**config.mk**
```make
export PLATFORM = sky130hd
export DESIGN_NAME = button_conditioner
export DESIGN_NICKNAME = d
export VERILOG_FILES = /design/src/rtl/dice_pkg.sv /design/src/rtl/sync_ff_chain.sv /design/src/rtl/button_conditioner.sv
export SDC_FILE = /design/constraint.sdc
export NUM_CORES = 1
export LEC_CHECK = 0
export CAP_MARGIN = 10
export CORE_AREA = 5 5 42 44
export DETAILED_ROUTE_END_ITERATION = 10
export DIE_AREA = 0 0 47 49
export PLACE_DENSITY = 0.64
export RECOVER_POWER = 50
export SYNTH_ARGS = -nofsm -noshare
export SYNTH_HDL_FRONTEND = slang
export SYNTH_SLANG_ARGS = --single-unit
```
**constraint.sdc**
```tcl
create_clock -name clk -period 1.3 [get_ports clk]
set_input_delay 0.325 -clock clk [delete_from_list [all_inputs] [get_ports clk]]
set_output_delay 0.325 -clock clk [all_outputs]
set_load 0.005 [all_outputs]
```
**src/rtl/dice_pkg.sv**
```systemverilog
// Shared definitions for the electronic dice: button conditioner
// state encoding and the pip patterns used by the dice stage.
package dice_pkg;

    // Debounce FSM states.
    typedef enum logic [1:0] {
        S_LOW      = 2'd0,
        S_RISE_CHK = 2'd1,
        S_HIGH     = 2'd2,
        S_FALL_CHK = 2'd3
    } btn_state_t;

    // Dice face values run 1..6 in a 3-bit field.
    localparam int FACE_VAL_W = 3;
    localparam int FACE_PIP_W = 7;

    localparam logic [FACE_VAL_W-1:0] FACE_MIN = 3'd1;
    localparam logic [FACE_VAL_W-1:0] FACE_MAX = 3'd6;

    // Pip layout bits: {tl, tr, ml, c, mr, bl, br}.
    localparam logic [FACE_PIP_W-1:0] PIPS_1 = 7'b0001000;
    localparam logic [FACE_PIP_W-1:0] PIPS_2 = 7'b1000001;
    localparam logic [FACE_PIP_W-1:0] PIPS_3 = 7'b1001001;
    localparam logic [FACE_PIP_W-1:0] PIPS_4 = 7'b1100011;
    localparam logic [FACE_PIP_W-1:0] PIPS_5 = 7'b1101011;
    localparam logic [FACE_PIP_W-1:0] PIPS_6 = 7'b1110111;
    localparam logic [FACE_PIP_W-1:0] PIPS_X = 7'b0000000;

    // Map a face value onto its pip pattern; out-of-range shows blank.
    function automatic logic [FACE_PIP_W-1:0] face_pips(
        input logic [FACE_VAL_W-1:0] v
    );
        logic [FACE_PIP_W-1:0] p;
        p = PIPS_X;
        unique case (v)
            3'd1:    p = PIPS_1;
            3'd2:    p = PIPS_2;
            3'd3:    p = PIPS_3;
            3'd4:    p = PIPS_4;
            3'd5:    p = PIPS_5;
            3'd6:    p = PIPS_6;
            default: p = PIPS_X;
        endcase
        return p;
    endfunction

    // Advance a face value 1..6 with wrap back to 1.
    function automatic logic [FACE_VAL_W-1:0] face_next(
        input logic [FACE_VAL_W-1:0] v
    );
        logic [FACE_VAL_W-1:0] n;
        if (v >= FACE_MAX || v < FACE_MIN) begin
            n = FACE_MIN;
        end else begin
            n = v + 3'd1;
        end
        return n;
    endfunction

endpackage

```
**src/rtl/sync_ff_chain.sv**
```systemverilog
// Plain flop chain that brings an asynchronous input into the clk
// domain; reused for every asynchronous input of the dice.
module sync_ff_chain #(
    parameter int STAGES = 2
) (
    input  logic clk,
    input  logic rst,
    input  logic d,
    output logic q
);

    logic [STAGES-1:0] chain;

    // Shift d through the chain; no logic between stages.
    always_ff @(posedge clk) begin
        if (rst) begin
            chain <= '0;
        end else begin
            chain <= {chain[STAGES-2:0], d};
        end
    end

    assign q = chain[STAGES-1];

endmodule

```
**src/rtl/button_conditioner.sv**
```systemverilog
// Push-button front end: resynchronise, debounce, and emit clean
// level plus single-cycle press/release pulses.
module button_conditioner
    import dice_pkg::*;
#(
    parameter int SYNC_STAGES     = 2,
    parameter int DEBOUNCE_CYCLES = 16
) (
    input  logic clk,
    input  logic rst,
    input  logic btn_raw,
    output logic btn_level,
    output logic btn_press,
    output logic btn_release,
    output logic bouncing
);

    localparam int CNT_W = $clog2(DEBOUNCE_CYCLES);
    localparam logic [CNT_W-1:0] CNT_ONE  = CNT_W'(1);
    localparam logic [CNT_W-1:0] CNT_LAST = CNT_W'(DEBOUNCE_CYCLES - 1);

    btn_state_t       state;
    logic [CNT_W-1:0] cnt;
    logic             btn_sync;

    sync_ff_chain #(
        .STAGES(SYNC_STAGES)
    ) u_sync (
        .clk(clk),
        .rst(rst),
        .d  (btn_raw),
        .q  (btn_sync)
    );

    // Debounce FSM: a level change is accepted only after the
    // opposite level has been seen for DEBOUNCE_CYCLES samples.
    always_ff @(posedge clk) begin
        if (rst) begin
            state       <= S_LOW;
            cnt         <= '0;
            btn_level   <= 1'b0;
            btn_press   <= 1'b0;
            btn_release <= 1'b0;
        end else begin
            btn_press   <= 1'b0;
            btn_release <= 1'b0;
            unique case (state)
                S_LOW: begin
                    if (btn_sync) begin
                        state <= S_RISE_CHK;
                        cnt   <= CNT_ONE;
                    end
                end
                S_RISE_CHK: begin
                    if (!btn_sync) begin
                        state <= S_LOW;
                        cnt   <= '0;
                    end else if (cnt == CNT_LAST) begin
                        state     <= S_HIGH;
                        cnt       <= '0;
                        btn_level <= 1'b1;
                        btn_press <= 1'b1;
                    end else begin
                        cnt <= cnt + CNT_ONE;
                    end
                end
                S_HIGH: begin
                    if (!btn_sync) begin
                        state <= S_FALL_CHK;
                        cnt   <= CNT_ONE;
                    end
                end
                S_FALL_CHK: begin
                    if (btn_sync) begin
                        state <= S_HIGH;
                        cnt   <= '0;
                    end else if (cnt == CNT_LAST) begin
                        state       <= S_LOW;
                        cnt         <= '0;
                        btn_level   <= 1'b0;
                        btn_release <= 1'b1;
                    end else begin
                        cnt <= cnt + CNT_ONE;
                    end
                end
                default: begin
                    state     <= S_LOW;
                    cnt       <= '0;
                    btn_level <= 1'b0;
                end
            endcase
        end
    end

    // Qualification in progress whenever a check state is active.
    always_comb begin
        bouncing = (state == S_RISE_CHK) || (state == S_FALL_CHK);
    end

endmodule

```
== Word-level counts from Yosys, hierarchy flattened ==
Index checks and enable logic that the tools add are counted.
Operators by class
  equal/unequal tests: 12
  multiply operators: 0
  shifts and indexed selects: 0
  div/mod/pow operators: 0
  multiplexer cells: 19
  $add $sub $neg: 1
  bitwise logic cells: 3
  order comparisons: 0
  reduce and logical (&&, ||, !) cells: 8
Operators with widths (count)
  $mux W4: 5
  $pmux W4 S4: 1
  $mux W2: 6
  $ne A2 B2 Y1 const B: 4
  $pmux W2 S4: 1
  $reduce_or A3 Y1: 2
  $mux W1: 5
  $reduce_and A5 Y1: 1
  $add A4 B1 Y4 const B: 1
  $eq A2 B2 Y1 const B: 2
  $eq A4 B4 Y1 const B: 1
  $ne A2 B1 Y1 const B: 2
  $reduce_and A4 Y1: 1
  $ne A3 B2 Y1 const B: 1
  $ne A3 B3 Y1 const B: 1
  $not A1 Y1: 3
  $eq A2 B1 Y1 const B: 1
  $logic_not A2 Y1: 1
  $pmux W1 S2: 1
  $reduce_and A2 Y1: 1
  $reduce_bool A2 Y1: 1
  $logic_or A1 B1 Y1: 1
Storage, ports and cells
  bits of input ports: 3
  flip-flop bits (word level): 11
  output and inout port bits: 4
  latch bits: 0
  memory bits (writable): 0
  ROM bits: 0
  logic and storage cells: 49
  memories: 0

== Logic depth before layout (Yosys ltp) ==
  depth after elaboration: 4
  mapped depth: 4
  depth with buffers taken out: 4

== Cells and area by module ==
A second synthesis with hierarchy kept.
Unflattened totals
  cell total of the unflattened synthesis: 52
  area, all modules: 479.2 µm²
Modules (own cells, without submodules)
  button_conditioner: area an instance 426.7 µm², times used 1, cells an instance 48, sequential area each 180.2 µm²
  sync_ff_chain: area an instance 52.6 µm², times used 1, cells an instance 4, sequential area each 40.0 µm²

== Worst setup path after synthesis ==
No wires, ideal clock.
  path kind: flip-flop to flip-flop
  from: register with a tool-made name
  to: register cnt[3]
  arrival: 1173 ps
  path buffers: 0
  library setup time: 74 ps
  clock period less this slack: 1248 ps
  data required time: 1226 ps
  path slack: 52 ps
  cell stages (with the launch flop): 4
  cell sequence: dfxtp_1 > xor2_2 > or3b_2 > a31oi_1
RTL lines
  to (signal assigned): line button_conditioner.sv:64  | cnt <= cnt + CNT_ONE;
  to (signal assigned): line button_conditioner.sv:83  | cnt <= cnt + CNT_ONE;
  to (decl): line button_conditioner.sv:23  | logic [CNT_W-1:0] cnt;

==> impl_metrics.tcl <==
set metrics [dict create \
    internal_power_mw 0.502 \
    rsz0062_at_grt "yes" \
    wl_um 930 \
    p_leak_nw 0.267 \
    cts_tree "yes" \
    syn_inst 47 \
    status "complete, no violations" \
    power_frac_seq 0.542 \
    avgSynthCellArea_um2 9.88 \
    p_per_area_nw_per_um2 1010 \
    die_y_um 49 \
    final_area_um2 652 \
    end_kind "flip-flop" \
    io_buffers 6 \
    peakVddDrop_mv 0.374 \
    area_growth_pct 40.4 \
    drv_slew 0 \
    min_period_ns 1.25 \
    worstRegToRegCells 3 \
    dpl.hpwl_um 605 \
    die_w_um 47 \
    grt_pass1_vias 351 \
    cts_made_buffers 3 \
    crit_type "flip-flop to flip-flop" \
    htree_levels 1 \
    endpoint "cnt[3]" \
    cts-root-buf "clkbuf_4" \
    syn-cell-area_um2 464 \
    globalRoute.totalOverflow 0 \
    relSlewSlack 0.828 \
    wl_per_cell_um 11.6 \
    mostFrequentLayoutCells "buf_4 (10), dfxtp_1 (7), a21oi_1 (4), dfxtp_2 (4), dlygate4sd2_1 (4)" \
    grt_max_degree 12 \
    final.setup_skew_ns 0.0108 \
    setup_violations 0 \
    grt_pass1_wl_um 1440 \
    cp.required_ns 1.51 \
    start_util 0.331 \
    drc 0 \
    gp_congestion 0.763 \
    hold_start "u_sync.chain[0]" \
    holdBufCountCts 0 \
    worstMarginPinSlew_ns 0.258 \
    initialDrtViolationCount 4 \
    final_common_cell "buf_4" \
    worst_hold_path_type "flip-flop to flip-flop" \
    yosysWarnings 0 \
    seq_area_frac_synth 0.474 \
    combPwrFrac 0.091 \
    place_worst_setup_slack_ns -0.0599 \
    setup_tns_ns 0 \
    hold_viol 0 \
    grt.total_usage 0.0875 \
    antenna_found_initial 0 \
    dpl_cell_area_um2 592 \
    ant_nets 0 \
    syn_nets 51 \
    switchingPower_mw 0.154 \
    worst_setup_path_start_kind "flip-flop" \
    core_um2 1400 \
    reg2reg_to "cnt[3]" \
    rrSetupSlack_ns 0.05 \
    worstPathMaxFanout 7 \
    synth-main-ff-cell "dfxtp_1" \
    clock_latency_ns 0.28 \
    finalWorstSetupSlack_ns 0.0483 \
    clkTransAtPathRegs_ns 0.08 \
    drt_first_pass_iters 4 \
    antenna_cells 0 \
    clockPowerShare 0.367 \
    synth_edf_count 0 \
    synth_seq_cells 11 \
    layout-drive-gt1-share 0.359 \
    vias 404 \
    cp_data_arrival_time_ns 1.46 \
    rows 14 \
    swShare 0.235 \
    async_flop_share 0 \
    fmax_mhz 799 \
    cts.sinks 11 \
    cts_max_path_buffers 2 \
    die_area_um2 2300 \
    pin_count 7 \
    fin_nets 69 \
    maxCapViolCount 0 \
    utilization 0.465 \
    synth.distinct_cells 26 \
    fin_crit_sh 0.963 \
    vias_per_cell 5.05 \
]
==> what timing repair did <==
action	in CTS	in global routing
setup endpoints to repair	5	3
setup buffers	0	2
resized for setup	7	6
pin swaps	1	1
endpoints found under the hold margin	0	0
==> critical path, stage by stage (launching register included) <==
cell and delay, ns:
dfxtp_2 0.35, xor2_4 0.21, or3b_2 0.47, a31oi_1 0.17
==> synthesized netlist by cell type (2+ instances only) <==
| cell | number | share of area |
|---|---|---|
| a21oi_1 | 4 | 0.043 |
| clkbuf_1 | 2 | 0.016 |
| dfxtp_1 | 11 | 0.47 |
| inv_1 | 2 | 0.016 |
| nand2_1 | 3 | 0.024 |
| nand3_1 | 2 | 0.022 |
| nor2b_1 | 2 | 0.027 |
| nor4b_1 | 2 | 0.038 |
| or3b_2 | 2 | 0.038 |
==> per-layer routing <==
| layer | up-vias | part of all wire | GRT usage | wire, µm |
|---|---|---|---|---|
| li1 | 207 | - | - | - |
| met4 | 0 | 0.029 | 0.0553 | 27 |
| met2 | 12 | 0.45 | 0.129 | 422 |
| met1 | 183 | 0.44 | 0.102 | 410 |
| met3 | 2 | 0.074 | 0.0332 | 69 |
| met5 | - | 0 | 0 | 0 |
==> power by group through the flow <==
stage / clock network [mW] / registers [mW] / logic [mW]
2_1_floorplan: 0 / 0.363 / 0.0233
3_3_place_gp: 0 / 0.362 / 0.0584
3_5_place_dp: 0 / 0.362 / 0.0576
4_1_cts: 0.238 / 0.356 / 0.0548
5_1_grt: 0.255 / 0.358 / 0.0667
6_report: 0.241 / 0.356 / 0.0597
==> how the worst min path moves through the flow <==
stage | endpoint | slack [ns] | depth (start not counted)
after floorplan | u_sync.chain[1] | 0.41 | 1
after global placement | u_sync.chain[1] | 0.45 | 1
after detailed placement | u_sync.chain[1] | 0.44 | 1
after CTS | u_sync.chain[1] | 0.44 | 1
after global routing | u_sync.chain[1] | 0.46 | 1
final | u_sync.chain[1] | 0.44 | 1
==> layout make-up <==
class                      count  area (µm²)
sequential                    11         225
multi-input combinational     31         243
tap                           16        20.0
inverter                       2        7.51
timing repair buffer          16         130
fill                         145         749
clock buffer                   4        26.3
==> sequential cells by signal, indices dropped and copies added (netlist names), named ones only <==
signal / count
btn_level: 1
btn_press: 1
btn_release: 1
cnt: 4
state: 1
u_sync.chain: 2
==> cells by family (layout without fill, tap and decap cells) <==
family	count (synthesis)	in the layout	share of synthesized area
buf+inv	5	22	0.0431
compound gates	10	10	0.148
mux	1	1	0.0216
xor+xnor	1	1	0.0350
simple gates	18	18	0.251
flops	11	11	0.474
fa+ha+maj	1	1	0.0269
==> through the flow <==
step / power [mW] / hold WS [ns] / cells
detailed placement: 0.420 / 0.441 / 74
global placement: 0.420 / 0.448 / 74
global route: 0.679 / 0.462 / 80
CTS: 0.649 / 0.445 / 78
finish: 0.656 / 0.442 / 80
floorplan: 0.387 / 0.414 / 47
Note: power is estimated with default switching activity, not from simulation.
